### config.mk
export PLATFORM = sky130hd
export DESIGN_NAME = decode_stage_flat
export DESIGN_NICKNAME = d
export VERILOG_FILES = /design/src/rtl/decode_if.sv /design/src/rtl/decode_stage.sv /design/src/flat_wrapper.sv
export SDC_FILE = /design/constraint.sdc
export NUM_CORES = 1
export LEC_CHECK = 0
export ABC_AREA = 1
export CAP_MARGIN = 20
export CORE_MARGIN = 3
export CORE_UTILIZATION = 45
export CTS_CLUSTER_DIAMETER = 40
export DETAILED_ROUTE_END_ITERATION = 8
export GPL_TIMING_DRIVEN = 1
export HOLD_SLACK_MARGIN = 0.05
export PLACE_DENSITY_LB_ADDON = 0.2
export RECOVER_POWER = 100
export SLEW_MARGIN = 15
export SYNTH_ARGS = -nofsm -noshare
export SYNTH_HDL_FRONTEND = slang
export SYNTH_SLANG_ARGS = --single-unit
### constraint.sdc
create_clock -name clk -period 2.1 [get_ports clk]
set_input_delay 0.42 -clock clk [delete_from_list [all_inputs] [get_ports clk]]
set_output_delay 0.42 -clock clk [all_outputs]
set_load 0.01 [all_outputs]
### src/rtl/decode_if.sv
// Fetch-side and issue-side handshake bundle for the decode stage.
// valid/ready: a word moves on a clock edge only when valid and ready are both high; valid never waits on ready.
interface decode_if #(
  parameter int DATA_W = 8,
  parameter int REG_AW = 4
);
  localparam int INSTR_W = 4 + 3 * REG_AW + DATA_W;

  logic               in_valid;
  logic               in_ready;
  logic [INSTR_W-1:0] instr;
  logic               flush;
  logic               out_valid;
  logic               out_ready;
  logic               alu_en;
  logic               write_en;
  logic               imm_flag;
  logic [2:0]         alu_opcode;
  logic [DATA_W-1:0]  imm_value;
  logic [REG_AW-1:0]  ra_addr;
  logic [REG_AW-1:0]  rb_addr;
  logic [REG_AW-1:0]  write_addr;
  logic [1:0]         branch_kind;
  logic               halted;
  logic               illegal;

  modport master (
    output in_valid, instr, flush, out_ready,
    input  in_ready, out_valid, alu_en, write_en, imm_flag, alu_opcode,
           imm_value, ra_addr, rb_addr, write_addr, branch_kind, halted, illegal
  );

  modport slave (
    input  in_valid, instr, flush, out_ready,
    output in_ready, out_valid, alu_en, write_en, imm_flag, alu_opcode,
           imm_value, ra_addr, rb_addr, write_addr, branch_kind, halted, illegal
  );
endinterface

### src/rtl/decode_stage.sv
// One-deep registered instruction decode with RAW scoreboard stalls,
// sticky HALT, flush of the held instruction and branch/jump decoding.
module decode_stage #(
  parameter int DATA_W = 8,
  parameter int REG_AW = 4,
  parameter int WB_LAT = 2
) (
  input  logic     clk,
  input  logic     rst,
  decode_if.slave  bus
);
  localparam int INSTR_W = 4 + 3 * REG_AW + DATA_W;

  logic [3:0]        f_op;
  logic [REG_AW-1:0] f_ra, f_rb, f_rd;
  logic [DATA_W-1:0] f_data;

  assign f_op   = bus.instr[INSTR_W-1 -: 4];
  assign f_ra   = bus.instr[DATA_W+3*REG_AW-1 -: REG_AW];
  assign f_rb   = bus.instr[DATA_W+2*REG_AW-1 -: REG_AW];
  assign f_rd   = bus.instr[DATA_W+REG_AW-1 -: REG_AW];
  assign f_data = bus.instr[DATA_W-1:0];

  // Decoded view of the offered word, loaded into the output register on accept
  logic              d_fwd, d_use_rb, d_illegal, d_halt;
  logic              d_alu_en, d_write_en, d_imm_flag;
  logic [2:0]        d_alu_opcode;
  logic [DATA_W-1:0] d_imm;
  logic [REG_AW-1:0] d_ra, d_rb, d_wa;
  logic [1:0]        d_bk;

  always_comb begin
    d_fwd = 1'b1;  d_use_rb = 1'b0;  d_illegal = 1'b0;  d_halt = 1'b0;
    d_alu_en = 1'b0;  d_write_en = 1'b0;  d_imm_flag = 1'b0;
    d_alu_opcode = 3'b000;  d_imm = '0;
    d_ra = '0;  d_rb = '0;  d_wa = '0;  d_bk = 2'b00;
    case (f_op)
      4'h0, 4'h1, 4'h2, 4'h3, 4'h4: begin
        d_alu_en = 1'b1; d_write_en = 1'b1; d_use_rb = 1'b1;
        d_ra = f_ra; d_rb = f_rb; d_wa = f_rd; d_alu_opcode = f_op[2:0];
      end
      4'h5, 4'h6, 4'h7: begin
        d_alu_en = 1'b1; d_write_en = 1'b1;
        d_ra = f_ra; d_wa = f_rd; d_alu_opcode = f_op[2:0];
      end
      4'h8, 4'h9: begin
        d_alu_en = 1'b1; d_write_en = 1'b1; d_imm_flag = 1'b1;
        d_ra = f_ra; d_wa = f_rd; d_imm = f_data; d_alu_opcode = {2'b00, f_op[0]};
      end
      4'hC, 4'hD: begin
        d_alu_en = 1'b1; d_use_rb = 1'b1; d_ra = f_ra; d_rb = f_rb;
        d_alu_opcode = 3'b001; d_imm = f_data; d_bk = f_op[0] ? 2'b10 : 2'b01;
      end
      4'hE: begin
        d_alu_en = 1'b1; d_imm_flag = 1'b1; d_ra = f_ra; d_imm = f_data; d_bk = 2'b11;
      end
      4'hA, 4'hB: begin d_fwd = 1'b0; d_illegal = 1'b1; end
      default:    begin d_fwd = 1'b0; d_halt = 1'b1; end
    endcase
  end

  logic              ov_q, alu_en_q, we_q, imm_flag_q, halted_q, illegal_q;
  logic [2:0]        alu_opcode_q;
  logic [DATA_W-1:0] imm_q;
  logic [REG_AW-1:0] ra_q, rb_q, wa_q;
  logic [1:0]        bk_q;
  logic [WB_LAT-1:0] sb_v;
  logic [REG_AW-1:0] sb_a [WB_LAT];

  // A source is busy while its writer is held here or still inside the writeback window
  logic ra_busy, rb_busy, hazard;
  always_comb begin
    ra_busy = ov_q && we_q && (wa_q == f_ra);
    rb_busy = ov_q && we_q && (wa_q == f_rb);
    for (int i = 0; i < WB_LAT; i++) begin
      if (sb_v[i] && sb_a[i] == f_ra) ra_busy = 1'b1;
      if (sb_v[i] && sb_a[i] == f_rb) rb_busy = 1'b1;
    end
  end
  assign hazard = (d_fwd && ra_busy) || (d_use_rb && rb_busy);

  logic accept, issue;
  assign bus.in_ready = rst && !halted_q && !bus.flush && !hazard && (!ov_q || bus.out_ready);
  assign accept = bus.in_valid && bus.in_ready;
  assign issue  = ov_q && bus.out_ready;

  always_ff @(posedge clk or negedge rst) begin
    if (!rst) begin
      ov_q <= 1'b0; alu_en_q <= 1'b0; we_q <= 1'b0; imm_flag_q <= 1'b0;
      halted_q <= 1'b0; illegal_q <= 1'b0; alu_opcode_q <= '0; imm_q <= '0;
      ra_q <= '0; rb_q <= '0; wa_q <= '0; bk_q <= '0; sb_v <= '0;
      for (int i = 0; i < WB_LAT; i++) sb_a[i] <= '0;
    end else begin
      // The writeback window slides every cycle, stalled or not
      sb_v[0] <= issue && we_q;
      sb_a[0] <= wa_q;
      for (int i = 1; i < WB_LAT; i++) begin
        sb_v[i] <= sb_v[i-1];
        sb_a[i] <= sb_a[i-1];
      end
      illegal_q <= accept && d_illegal;
      if (accept && d_halt) halted_q <= 1'b1;
      if (bus.flush) begin
        ov_q <= 1'b0;
      end else if (accept) begin
        ov_q <= d_fwd; alu_en_q <= d_alu_en; we_q <= d_write_en; imm_flag_q <= d_imm_flag;
        alu_opcode_q <= d_alu_opcode; imm_q <= d_imm;
        ra_q <= d_ra; rb_q <= d_rb; wa_q <= d_wa; bk_q <= d_bk;
      end else if (issue) begin
        ov_q <= 1'b0;
      end
    end
  end

  assign bus.out_valid   = ov_q;
  assign bus.alu_en      = alu_en_q;
  assign bus.write_en    = we_q;
  assign bus.imm_flag    = imm_flag_q;
  assign bus.alu_opcode  = alu_opcode_q;
  assign bus.imm_value   = imm_q;
  assign bus.ra_addr     = ra_q;
  assign bus.rb_addr     = rb_q;
  assign bus.write_addr  = wa_q;
  assign bus.branch_kind = bk_q;
  assign bus.halted      = halted_q;
  assign bus.illegal     = illegal_q;
endmodule

### src/flat_wrapper.sv
// flat-port wrapper written by rule: the top's interface ports become plain ports
module decode_stage_flat 
#(
  parameter int DATA_W = 8,
  parameter int REG_AW = 4,
  parameter int WB_LAT = 2
)
  (clk, rst, bus_in_valid, bus_instr, bus_flush, bus_out_ready, bus_in_ready, bus_out_valid, bus_alu_en, bus_write_en, bus_imm_flag, bus_alu_opcode, bus_imm_value, bus_ra_addr, bus_rb_addr, bus_write_addr, bus_branch_kind, bus_halted, bus_illegal);
  decode_if #(.DATA_W(DATA_W), .REG_AW(REG_AW)) bus_i ();
  input  logic clk;
  input  logic rst;
  input wire logic [$bits(bus_i.in_valid)-1:0] bus_in_valid;
  input wire logic [$bits(bus_i.instr)-1:0] bus_instr;
  input wire logic [$bits(bus_i.flush)-1:0] bus_flush;
  input wire logic [$bits(bus_i.out_ready)-1:0] bus_out_ready;
  output wire logic [$bits(bus_i.in_ready)-1:0] bus_in_ready;
  output wire logic [$bits(bus_i.out_valid)-1:0] bus_out_valid;
  output wire logic [$bits(bus_i.alu_en)-1:0] bus_alu_en;
  output wire logic [$bits(bus_i.write_en)-1:0] bus_write_en;
  output wire logic [$bits(bus_i.imm_flag)-1:0] bus_imm_flag;
  output wire logic [$bits(bus_i.alu_opcode)-1:0] bus_alu_opcode;
  output wire logic [$bits(bus_i.imm_value)-1:0] bus_imm_value;
  output wire logic [$bits(bus_i.ra_addr)-1:0] bus_ra_addr;
  output wire logic [$bits(bus_i.rb_addr)-1:0] bus_rb_addr;
  output wire logic [$bits(bus_i.write_addr)-1:0] bus_write_addr;
  output wire logic [$bits(bus_i.branch_kind)-1:0] bus_branch_kind;
  output wire logic [$bits(bus_i.halted)-1:0] bus_halted;
  output wire logic [$bits(bus_i.illegal)-1:0] bus_illegal;
  assign bus_i.in_valid = bus_in_valid;
  assign bus_i.instr = bus_instr;
  assign bus_i.flush = bus_flush;
  assign bus_i.out_ready = bus_out_ready;
  assign bus_in_ready = bus_i.in_ready;
  assign bus_out_valid = bus_i.out_valid;
  assign bus_alu_en = bus_i.alu_en;
  assign bus_write_en = bus_i.write_en;
  assign bus_imm_flag = bus_i.imm_flag;
  assign bus_alu_opcode = bus_i.alu_opcode;
  assign bus_imm_value = bus_i.imm_value;
  assign bus_ra_addr = bus_i.ra_addr;
  assign bus_rb_addr = bus_i.rb_addr;
  assign bus_write_addr = bus_i.write_addr;
  assign bus_branch_kind = bus_i.branch_kind;
  assign bus_halted = bus_i.halted;
  assign bus_illegal = bus_i.illegal;
  decode_stage #(.DATA_W(DATA_W), .REG_AW(REG_AW), .WB_LAT(WB_LAT)) u_core (.clk(clk), .rst(rst), .bus(bus_i));
endmodule
==> flow_metrics.env, run 1 <==
export IMPL_synth_seq_cells=41
export IMPL_muxShareOfSynthArea_pct=0
export IMPL_grt_overflow_total=0
export IMPL_post_route_cells_drive_above_1_share_pct=13.3
export IMPL_clock_fmax_ghz=0.496
export IMPL_initial_core_util_pct=48.6
export IMPL_drt_drc=0
export IMPL_io_pin_count=61
export IMPL_required_ns=1.68
export IMPL_setup_repair_after_global_routing_missed_its_margin="no"
export IMPL_design_power_total_uw=1490
export IMPL_topRoutingLayerUsed="met4"
export IMPL_drt_wirelength_per_cell_um=12.9
export IMPL_clkSlewWorstSetupHoldPaths_ns=0.08
export IMPL_ff2ff_setup_slack_ns=0.20
export IMPL_critPathArrivalTime_ns=1.60
export IMPL_synth_top_cells_by_area="sky130_fd_sc_hd__dfrtp_1 47%, sky130_fd_sc_hd__nand2_1 18%, sky130_fd_sc_hd__nand4_1 9.1%, sky130_fd_sc_hd__inv_1 7.7%, sky130_fd_sc_hd__nor2_1 7.3%"
export IMPL_period_share_pct=96.0
export IMPL_placementRows=24
export IMPL_wl_met2_mm=2.89
export IMPL_grt_start_max_net_pins=42
export IMPL_clock_path_buffers=2
export IMPL_place_detailed_hpwl_mm=4.50
export IMPL_die_width_um=76.0
export IMPL_share_seq_of_total_power_pct=52.9
export IMPL_vdd_ir_drop_max_mv=0.430
export IMPL_syn_inst=309
export IMPL_clock_power_share_pct=34.4
export IMPL_detailedRoute_firstPassIterationCount=4
export IMPL_critPathCaptureType="output port"
export IMPL_worst_pin_slew_ns=1.03
export IMPL_worst_path_max_fanout=4
export IMPL_layout_min_cycle_time_ns=2.02
export IMPL_chipHeight_um=76.0
export IMPL_post_drt_via_cell_ratio=4.78
export IMPL_first_iter_violations=129
export IMPL_synthDominantAreaCellType="sky130_fd_sc_hd__dfrtp_1"
export IMPL_antenna_violating_nets_post_route=0
export IMPL_synth_yosys_seq_area_share_pct=46.5
export IMPL_slowest_stage="sky130_fd_sc_hd__dlygate4sd2_1"
export IMPL_timing_final_hold_violations=0
export IMPL_n_fill_cell=404
export IMPL_synth_simple_area_share_pct=37.0
export IMPL_relSlewSlack_pct=31.2
export IMPL_grt_antenna_before_repair=0
export IMPL_crit_path_cell_trace="dlygate4sd2_1, inv_2, nand2_1, o21ai_1, inv_1, nand3_1, nand3_2, a21oi_2, and2_4, buf_6"
export IMPL_swShare_pct=25.9
export IMPL_cp_start_kind="primary input"
export IMPL_syn_cell_area_sq_mm=0.00221
export IMPL_worst_skew_pair_late_latency_ns=0.29
export IMPL_slowest_delay_ns=0.28
export IMPL_final_max_slew_violation_count=0
export IMPL_tritoncts_num_sinks=41
export IMPL_syn_nets=338
export IMPL_global_route_usage_total_pct=21.7
export IMPL_cts_buffers_inserted=5
export IMPL_htree_levels=2
export IMPL_timing_max_cap_violations=0
export IMPL_synth_yosys_warnings=0
export IMPL_synth_top_cell_area_share_pct=46.5
export IMPL_power_share_combinational_pct=12.7
export IMPL_grt_first_pass_wirelength_mm=10.2
export IMPL_fin_skew_ns=0.00573
export IMPL_wl_met3_um=230
export IMPL_insertedDiodeCount=0
export IMPL_synth_fa_ha_area_share_pct=0
export IMPL_power_switching_uw=386
export IMPL_core_sq_mm=0.00453
export IMPL_tritoncts="built"
export IMPL_layout_overhead_on_the_synthesized_area_pct=42.8
export IMPL_main_combinational_cell_family_by_area_after_synthesis="simple AND/OR/NAND/NOR gates"
export IMPL_power_report_internal_total_uw=1110
export IMPL_cellLeakagePower_uw=0.00180
export IMPL_worst_hold_path_type="flop to flop"
export IMPL_met1_length_mm=2.80
export IMPL_gp_congestion=0.876
export IMPL_final_nets=428
export IMPL_io_buffer_count=60
export IMPL_layout_setup_ws_ns=0.0841
export IMPL_synth_cell_type_count=21
export IMPL_yosys_area_share_xor_xnor_pct=1.99
export IMPL_synth_area_per_cell_sq_um=7.14
export IMPL_routed_wire_length_mm=5.99
export IMPL_via_count=2222
export IMPL_synth_compound_gate_area_share_pct=3.57
export IMPL_grt_pass1_vias=2164
export IMPL_worst_slack_at_placement_ns=-0.623
export IMPL_power_density_mw_per_mm2=474
export IMPL_setup_violations=0
export IMPL_die_area_sq_mm=0.00578
export IMPL_critPathKind="primary input to output port"
export IMPL_run_status="finished, final reports clean"
export IMPL_cts_root_buf="sky130_fd_sc_hd__clkbuf_8"
[area by class of cell]
cell class	count	area, sq um	area share (%)
Clock buffer	5	68.8	2.18
Clock inverter	3	17.5	0.556
Inverter	46	173	5.48
Multi-Input combinational cell	210	960	30.5
Sequential cell	41	1030	32.6
Tap cell	65	81.3	2.58
Timing Repair Buffer	95	825	26.2
[cell usage in the layout (no fill, tap or decap), types with 2 or more instances in the layout]
cell type,count
sky130_fd_sc_hd__nand2_1,104
sky130_fd_sc_hd__nor2_1,42
sky130_fd_sc_hd__dfrtp_1,41
sky130_fd_sc_hd__inv_1,40
sky130_fd_sc_hd__nand4_1,32
sky130_fd_sc_hd__dlygate4sd3_1,31
sky130_fd_sc_hd__buf_4,21
sky130_fd_sc_hd__clkdlybuf4s50_1,15
sky130_fd_sc_hd__dlygate4sd2_1,10
sky130_fd_sc_hd__nand3_1,8
sky130_fd_sc_hd__inv_2,6
sky130_fd_sc_hd__o21ai_1,6
sky130_fd_sc_hd__clkbuf_1,6
sky130_fd_sc_hd__clkbuf_8,5
sky130_fd_sc_hd__clkbuf_2,4
sky130_fd_sc_hd__xnor2_1,3
sky130_fd_sc_hd__o21ai_0,3
sky130_fd_sc_hd__buf_6,3
sky130_fd_sc_hd__nor2_2,2
sky130_fd_sc_hd__clkinv_2,2
sky130_fd_sc_hd__clkbuf_4,2
[through the flow]
step	instances	TNS [ns]	util (%)	hold WS [ns]	instance area (sq um)
2_1_floorplan	309	0	-	0.124	2210
3_3_place_gp	456	-10.61	67.7	0.408	3070
3_5_place_dp	456	-10.59	67.7	0.409	3070
4_1_cts	465	0	69.8	0.266	3170
5_1_grt	465	0	69.5	0.449	3150
6_report	465	0	69.5	0.434	3150
[power by group through the flow]
| stage | Sequential (uW) | Clock, uW | Combinational (uW) |
|---|---|---|---|
| 2_1_floorplan | 805 | 0 | 69.6 |
| 3_3_place_gp | 804 | 0 | 194 |
| 3_5_place_dp | 804 | 0 | 195 |
| 4_1_cts | 789 | 523 | 192 |
| 5_1_grt | 789 | 554 | 213 |
| 6_report | 789 | 514 | 190 |
[layer usage]
metal  vias to the layer above  track usage (%)
met3                         6             4.02
met2                        56             35.0
met4                         0             5.80
met1                      1010             30.2
met5                         -                0
li1                       1150                -
[worst paths after layout]
kind,startpoint,endpoint,depth (start not counted)
worst max-delay path,bus_instr[15],bus_in_ready,10
worst min-delay path,u_core.sb_v[0],u_core.sb_v[1],0
worst max register to register,u_core.sb_a[5],u_core.bus.rb_addr[0],12
worst min register to register,u_core.sb_v[0],u_core.sb_v[1],0
max in group asynchronous,rst,u_core.bus.rb_addr[3],2
min in group asynchronous,rst,u_core.bus.imm_value[4],2
[worst max-delay path, delay by kind of cell]
kind / cells / cell delay (ns)
buffers and inverters: 4 / 0.50
AND/OR/NAND/NOR: 4 / 0.43
AO/OA/AOI/OAI: 2 / 0.23
[flip-flops by register name, indices dropped and copies added (netlist names)]
register,cells
u_core.bus.rb_addr,4
u_core.bus.illegal,1
u_core.sb_v,2
u_core.bus.write_addr,4
u_core.bus.alu_opcode,3
u_core.bus.branch_kind,2
u_core.bus.alu_en,1
u_core.bus.halted,1
u_core.sb_a,8
u_core.bus.write_en,1
u_core.bus.imm_flag,1
u_core.bus.out_valid,1
u_core.bus.ra_addr,4
u_core.bus.imm_value,8
[synthesized netlist by cell type]
master	n
sky130_fd_sc_hd__nor2_2	1
sky130_fd_sc_hd__inv_2	1
sky130_fd_sc_hd__and2_1	1
sky130_fd_sc_hd__a21boi_0	1
sky130_fd_sc_hd__nor2_1	43
sky130_fd_sc_hd__nand2_1	104
sky130_fd_sc_hd__o21ai_0	5
sky130_fd_sc_hd__xor2_1	1
sky130_fd_sc_hd__nand2_2	1
sky130_fd_sc_hd__clkbuf_1	3
sky130_fd_sc_hd__o21ai_1	5
sky130_fd_sc_hd__a21oi_1	1
sky130_fd_sc_hd__xnor2_1	4
sky130_fd_sc_hd__nand3_1	9
sky130_fd_sc_hd__buf_6	2
sky130_fd_sc_hd__inv_1	45
sky130_fd_sc_hd__buf_2	7
sky130_fd_sc_hd__a21oi_2	1
sky130_fd_sc_hd__nand4_1	32
sky130_fd_sc_hd__o31ai_1	1
sky130_fd_sc_hd__dfrtp_1	41
[what timing repair did]
item                       CTS  global route
buffers inserted             1             0
hold endpoints to repair     0             0
hold buffers                 0             0
pin swaps                    4             4
gates resized for setup     27             5
setup endpoints to repair   29            29
[cell families (layout without fill, tap and decap cells)]
| kind of cell | Yosys count | after routing |
|---|---|---|
| buffers and inverters | 58 | 149 |
| xor gates and xnor gates | 5 | 5 |
| and+or+nand+nor | 191 | 191 |
| AOI/OAI and AO/OA | 14 | 14 |
| DFF | 41 | 41 |
Note: power is estimated with default switching activity, not from simulation.
==> run 2: changes to the inputs <==
--- a/config.mk
+++ b/config.mk
@@ -7,9 +7,11 @@
 export LEC_CHECK = 0
 export ABC_AREA = 1
 export CAP_MARGIN = 20
+export CORE_ASPECT_RATIO = 1.4
 export CORE_MARGIN = 3
 export CORE_UTILIZATION = 45
 export CTS_CLUSTER_DIAMETER = 40
+export CTS_CLUSTER_SIZE = 12
 export DETAILED_ROUTE_END_ITERATION = 8
 export GPL_TIMING_DRIVEN = 1
 export HOLD_SLACK_MARGIN = 0.05
==> flow_metrics.env, run 2 (synthesis results as in run 1) <==
export IMPL_routed_wire_length_mm=6.14
export IMPL_setup_repair_after_global_routing_missed_its_margin="yes"
export IMPL_layout_overhead_on_the_synthesized_area_pct=45.5
export IMPL_final_nets=432
export IMPL_global_route_usage_total_pct=22.6
export IMPL_worst_path_max_fanout=2
export IMPL_final_instance_count_excl_fill=465
export IMPL_vdd_ir_drop_max_mv=0.374
export IMPL_htree_levels=2
export IMPL_timing_hold_ws_ns=0.418
export IMPL_crit_reg2reg_capture="u_core.bus.alu_opcode[1]"
export IMPL_cts_root_buf="sky130_fd_sc_hd__clkbuf_8"
export IMPL_first_iter_violations=97
export IMPL_ff2ff_setup_slack_ns=0.16
export IMPL_grt_overflow_total=0
export IMPL_min_delay_path_depth=0
export IMPL_clock_path_buffers=2
export IMPL_clock_power_share_pct=34.9
export IMPL_gp_congestion=0.915
export IMPL_run_status="finished, final reports clean"
export IMPL_io_pin_count=61
export IMPL_finalSetupTns_ns=0
export IMPL_swShare_pct=24.8
export IMPL_final_area_sq_mm=0.00321
export IMPL_period_share_pct=97.6
export IMPL_layout_setup_ws_ns=0.0495
export IMPL_rr_worst_depth=13
export IMPL_clkSlewWorstSetupHoldPaths_ns=0.07
export IMPL_critPathArrivalTime_ns=1.63
export IMPL_power_switching_uw=377
export IMPL_worst_skew_pair_late_latency_ns=0.30
export IMPL_r2r_start="u_core.sb_a[5]"
export IMPL_drt_drc=0
export IMPL_initial_core_util_pct=47.5
export IMPL_place_detailed_hpwl_mm=4.50
export IMPL_grt_use_met3_pct=3.81
export IMPL_required_ns=1.68
export IMPL_grt_start_max_net_pins=42
export IMPL_core_sq_mm=0.00464
export IMPL_power_report_internal_total_uw=1140
export IMPL_met2_usage_pct=43.1
export IMPL_worst_hold_path_type="flop to flop"
export IMPL_worst_pin_slew_ns=1.01
export IMPL_layout_common_cells="101 x sky130_fd_sc_hd__nand2_1, 42 x sky130_fd_sc_hd__nor2_1, 41 x sky130_fd_sc_hd__dfrtp_1"
export IMPL_power_share_combinational_pct=13.2
export IMPL_timing_max_cap_violations=0
export IMPL_chipHeight_um=88.8
export IMPL_layout_min_cycle_time_ns=2.05
export IMPL_timing_final_hold_violations=0
export IMPL_post_dp_cell_area_sq_mm=0.00306
export IMPL_layout_cells_most_common="sky130_fd_sc_hd__nand2_1"
export IMPL_post_drt_via_cell_ratio=4.87
export IMPL_insertedDiodeCount=0
export IMPL_fin_skew_ns=0.0126
export IMPL_setup_worst_path_start="bus_instr[20]"
export IMPL_via_count=2266
export IMPL_die_area_sq_mm=0.00579
export IMPL_grt_first_pass_wirelength_mm=10.0
export IMPL_cp_start_kind="primary input"
export IMPL_power_density_mw_per_mm2=474
export IMPL_detailedRoute_firstPassIterationCount=4
export IMPL_worst_slack_at_placement_ns=-0.586
export IMPL_global_routing_met1_resource_utilization_pct=24.4
export IMPL_total_instance_count_after_detailed_placement=452
export IMPL_antenna_violating_nets_post_route=0
export IMPL_drt_wirelength_per_cell_um=13.2
export IMPL_hold_path_startpoint="u_core.sb_v[0]"
export IMPL_cellLeakagePower_uw=0.00184
export IMPL_clock_fmax_ghz=0.488
export IMPL_relSlewSlack_pct=32.4
export IMPL_io_buffer_count=60
export IMPL_hold_path_end="u_core.sb_v[1]"
export IMPL_die_width_um=65.2
export IMPL_tritoncts_num_sinks=41
export IMPL_critPathKind="primary input to output port"
export IMPL_n_fill_cell=452
export IMPL_tritoncts="built"
export IMPL_critPathCaptureType="output port"
export IMPL_post_route_cells_drive_above_1_share_pct=15.4
export IMPL_cts_buffers_inserted=5
export IMPL_grt_most_used_layer="met2"
export IMPL_grt_pass1_vias=2298
export IMPL_setup_violations=0
export IMPL_grt_antenna_before_repair=0
export IMPL_placementRows=29
export IMPL_share_seq_of_total_power_pct=51.9
export IMPL_final_max_slew_violation_count=0
## run 2: cell types whose count changed in the layout (fill, tap and decap cells not counted), moves of 2 or more
cell,change
sky130_fd_sc_hd__buf_4,+10
sky130_fd_sc_hd__clkbuf_2,-3
sky130_fd_sc_hd__clkinv_2,-2
sky130_fd_sc_hd__inv_1,-2
sky130_fd_sc_hd__inv_2,+2
sky130_fd_sc_hd__nand2_1,-3
sky130_fd_sc_hd__nand2_2,+3
## run 2: power by group through the flow
stage / clock, uW / combinational, uW / sequential [uW]
2_1_floorplan: 0 / 69.6 / 805
5_1_grt: 565 / 223 / 789
3_3_place_gp: 0 / 195 / 804
4_1_cts: 532 / 199 / 789
3_5_place_dp: 0 / 197 / 804
6_report: 530 / 201 / 789
## run 2: how the worst max path moves through the flow
stage | end | slack, ns | depth (start not counted)
3_5_place_dp | bus_in_ready | -0.59 | 9
3_3_place_gp | bus_in_ready | -0.58 | 9
2_1_floorplan | bus_in_ready | 0.36 | 9
6_report | bus_in_ready | 0.05 | 7
5_1_grt | u_core.bus.rb_addr[2] | -0.01 | 11
4_1_cts | u_core.bus.alu_opcode[1] | 0.04 | 11
## run 2: critical path: stages
cell and delay, ns:
sky130_fd_sc_hd__clkdlybuf4s50_1 0.47, sky130_fd_sc_hd__nor2_1 0.06, sky130_fd_sc_hd__o21ai_1 0.11, sky130_fd_sc_hd__o21ai_1 0.11
sky130_fd_sc_hd__a21oi_2 0.20, sky130_fd_sc_hd__and2_4 0.17, sky130_fd_sc_hd__buf_6 0.09
## run 2: layer usage
layer | vias to the layer above | wire length, um
li1 | 1152 | -
met1 | 1048 | 2450
met2 | 55 | 3330
met3 | 11 | 220
met4 | 0 | 138
met5 | - | 0
## run 2: layout make-up
| class | instances | area, sq um | area share (%) |
|---|---|---|---|
| Clock buffer | 7 | 86.3 | 2.69 |
| Inverter | 46 | 173 | 5.38 |
| Multi-Input combinational cell | 210 | 973 | 30.3 |
| Sequential cell | 41 | 1030 | 32.0 |
| Tap cell | 62 | 77.6 | 2.42 |
| Timing Repair Buffer | 99 | 873 | 27.2 |
## run 2: per-stage QoR
stage,utilization [%],power (uW)
CTS,68.4,1520
global placement,65.8,1000
floorplan,-,874
detailed placement,65.8,1000
finish,69.1,1520
global route,69.1,1580
## run 2: timing repair
item                                    in CTS  in global routing
resized for setup                           26                  9
pin swaps                                    4                  8
buffers inserted                             4                  2
endpoints found under the setup margin      30                 30
hold buffers                                 0                  0
==> run 3: changes to the inputs <==
==> constraint.sdc (replaced) <==
create_clock -name clk -period 2.05 [get_ports clk]
set_input_delay 0.41 -clock clk [delete_from_list [all_inputs] [get_ports clk]]
set_output_delay 0.41 -clock clk [all_outputs]
set_load 0.01 [all_outputs]
==> flow_metrics.env, run 3 (synthesis results as in run 1) <==
export IMPL_ff2ff_setup_slack_ns=0.22
export IMPL_crit_reg2reg_capture="u_core.bus.write_addr[1]"
export IMPL_grt_overflow_total=0
export IMPL_clkSlewWorstSetupHoldPaths_ns=0.08
export IMPL_grt_start_max_net_pins=42
export IMPL_clock_fmax_ghz=0.500
export IMPL_io_pin_count=61
export IMPL_final_area_sq_mm=0.00321
export IMPL_r2r_start="u_core.bus.write_addr[2]"
export IMPL_worst_path_max_fanout=4
export IMPL_run_status="finished, final reports clean"
export IMPL_worst_path_buf_inv=2
export IMPL_timing_max_cap_violations=0
export IMPL_total_instance_count_after_detailed_placement=452
export IMPL_tritoncts="built"
export IMPL_cellLeakagePower_uw=0.00182
export IMPL_finalSetupTns_ns=0
export IMPL_gp_congestion=0.889
export IMPL_timing_critical_path_max_delay_family="simple AND/OR/NAND/NOR gates"
export IMPL_drt_drc=0
export IMPL_layout_common_cells="103 x sky130_fd_sc_hd__nand2_1, 41 x sky130_fd_sc_hd__dfrtp_1, 40 x sky130_fd_sc_hd__nor2_1"
export IMPL_initial_core_util_pct=47.5
export IMPL_die_width_um=65.2
export IMPL_required_ns=1.64
export IMPL_cts_root_buf="sky130_fd_sc_hd__clkbuf_8"
export IMPL_relSlewSlack_pct=30.2
export IMPL_placementRows=29
export IMPL_grt_pass1_vias=2223
export IMPL_layout_cells_most_common="sky130_fd_sc_hd__nand2_1"
export IMPL_post_dp_cell_area_sq_mm=0.00306
export IMPL_chipHeight_um=88.8
export IMPL_htree_levels=2
export IMPL_worst_pin_slew_ns=1.05
export IMPL_critPathCaptureType="output port"
export IMPL_tritoncts_num_sinks=41
export IMPL_power_density_mw_per_mm2=522
export IMPL_place_detailed_hpwl_mm=4.43
export IMPL_first_iter_violations=95
export IMPL_detailedRoute_firstPassIterationCount=4
export IMPL_slowest_delay_ns=0.40
export IMPL_final_nets=429
export IMPL_grt_antenna_before_repair=0
export IMPL_timing_critical_path_to="bus_in_ready"
export IMPL_antenna_violating_nets_post_route=0
export IMPL_setup_repair_after_global_routing_missed_its_margin="yes"
export IMPL_layout_min_cycle_time_ns=2.00
export IMPL_via_count=2277
export IMPL_n_fill_cell=443
export IMPL_rr_worst_depth=10
export IMPL_layout_overhead_on_the_synthesized_area_pct=45.7
export IMPL_worst_skew_pair_late_latency_ns=0.29
export IMPL_fin_util_pct=69.2
export IMPL_holdBufCountCts=0
export IMPL_grt_first_pass_wirelength_mm=9.72
export IMPL_io_buffer_count=60
export IMPL_core_sq_mm=0.00464
export IMPL_period_share_pct=97.6
export IMPL_die_area_sq_mm=0.00579
export IMPL_final_max_slew_violation_count=0
export IMPL_worst_hold_path_type="flop to flop"
export IMPL_routed_wire_length_mm=5.97
export IMPL_fin_skew_ns=0.00728
export IMPL_crit_path_cell_trace="buf_4, nand2_1, nand2_1, a21oi_1, nand3_1, nand3_1, nand2_2, and2_4, buf_6"
export IMPL_slowest_stage="sky130_fd_sc_hd__dfrtp_1"
export IMPL_cp_start_kind="flop"
export IMPL_setup_violations=0
export IMPL_setup_worst_path_start="u_core.bus.write_addr[0]"
export IMPL_post_drt_via_cell_ratio=4.92
export IMPL_critPathKind="flop to output port"
export IMPL_vdd_ir_drop_max_mv=0.352
export IMPL_post_route_cells_drive_above_1_share_pct=16.0
export IMPL_clock_path_buffers=2
export IMPL_critPathArrivalTime_ns=1.59
export IMPL_insertedDiodeCount=0
export IMPL_cts_buffers_inserted=5
export IMPL_worstSetupPathDepth=9
export IMPL_drt_wirelength_per_cell_um=12.9
export IMPL_global_route_usage_total_pct=21.8
export IMPL_final_instance_count_excl_fill=463
export IMPL_timing_final_hold_violations=0
export IMPL_timing_hold_ws_ns=0.418
## run 3: metal layers
layer  global-route usage [%]  share of wire, %  vias up
met5                        0                 0        -
met4                     6.23               1.1        0
met3                     3.05               3.5        7
met2                     42.6                54       57
met1                     24.2                41     1070
li1                         -                 -     1143
## run 3: worst min-delay path by stage
stage / startpoint / end / slack [ns] / depth (start not counted)
after floorplan: rst / u_core.bus.alu_en / 0.11 / 0
after global placement: u_core.sb_v[0] / u_core.sb_v[1] / 0.40 / 0
after detailed placement: u_core.sb_v[0] / u_core.sb_v[1] / 0.40 / 0
final: u_core.sb_v[0] / u_core.sb_v[1] / 0.42 / 0
after global routing: u_core.sb_v[0] / u_core.sb_v[1] / 0.44 / 0
after CTS: rst / u_core.bus.rb_addr[2] / 0.25 / 2
## run 3: repair_timing
action / 4_1_cts / 5_1_grt
resized for setup: 27 / 12
buffers inserted: 3 / 0
setup endpoints to repair: 29 / 30
pin swaps: 7 / 6
## run 3: worst register-to-register path: cells and delay by family, from the launching register on
family	cells	cell delay [ns]
buf+inv	3	0.61
simple gates	6	0.55
flops	1	0.42
xor+xnor	1	0.13
## run 3: power by group
part | total [uW] | switching (uW) | internal [uW]
clock network | 667 | 270 | 397
registers | 808 | 0 | 808
logic | 201 | 109 | 92.6
## run 3: area by class of cell
cell class                      instances  area, sq um  area share, %
Tap cell                               62         77.6           2.41
Clock buffer                            7         86.3           2.69
Inverter                               46          173           5.37
Clock inverter                          1         30.0          0.935
Multi-Input combinational cell        210          968           30.1
Sequential cell                        41         1030           31.9
Timing Repair Buffer                   96          852           26.5
## run 3: through the flow
stage,total power [uW],setup WS [ns]
after detailed placement,1020,-0.651
final,1680,0.0493
after global routing,1750,-0.0177
after floorplan,896,0.331
after global placement,1020,-0.620
after CTS,1700,0.00835
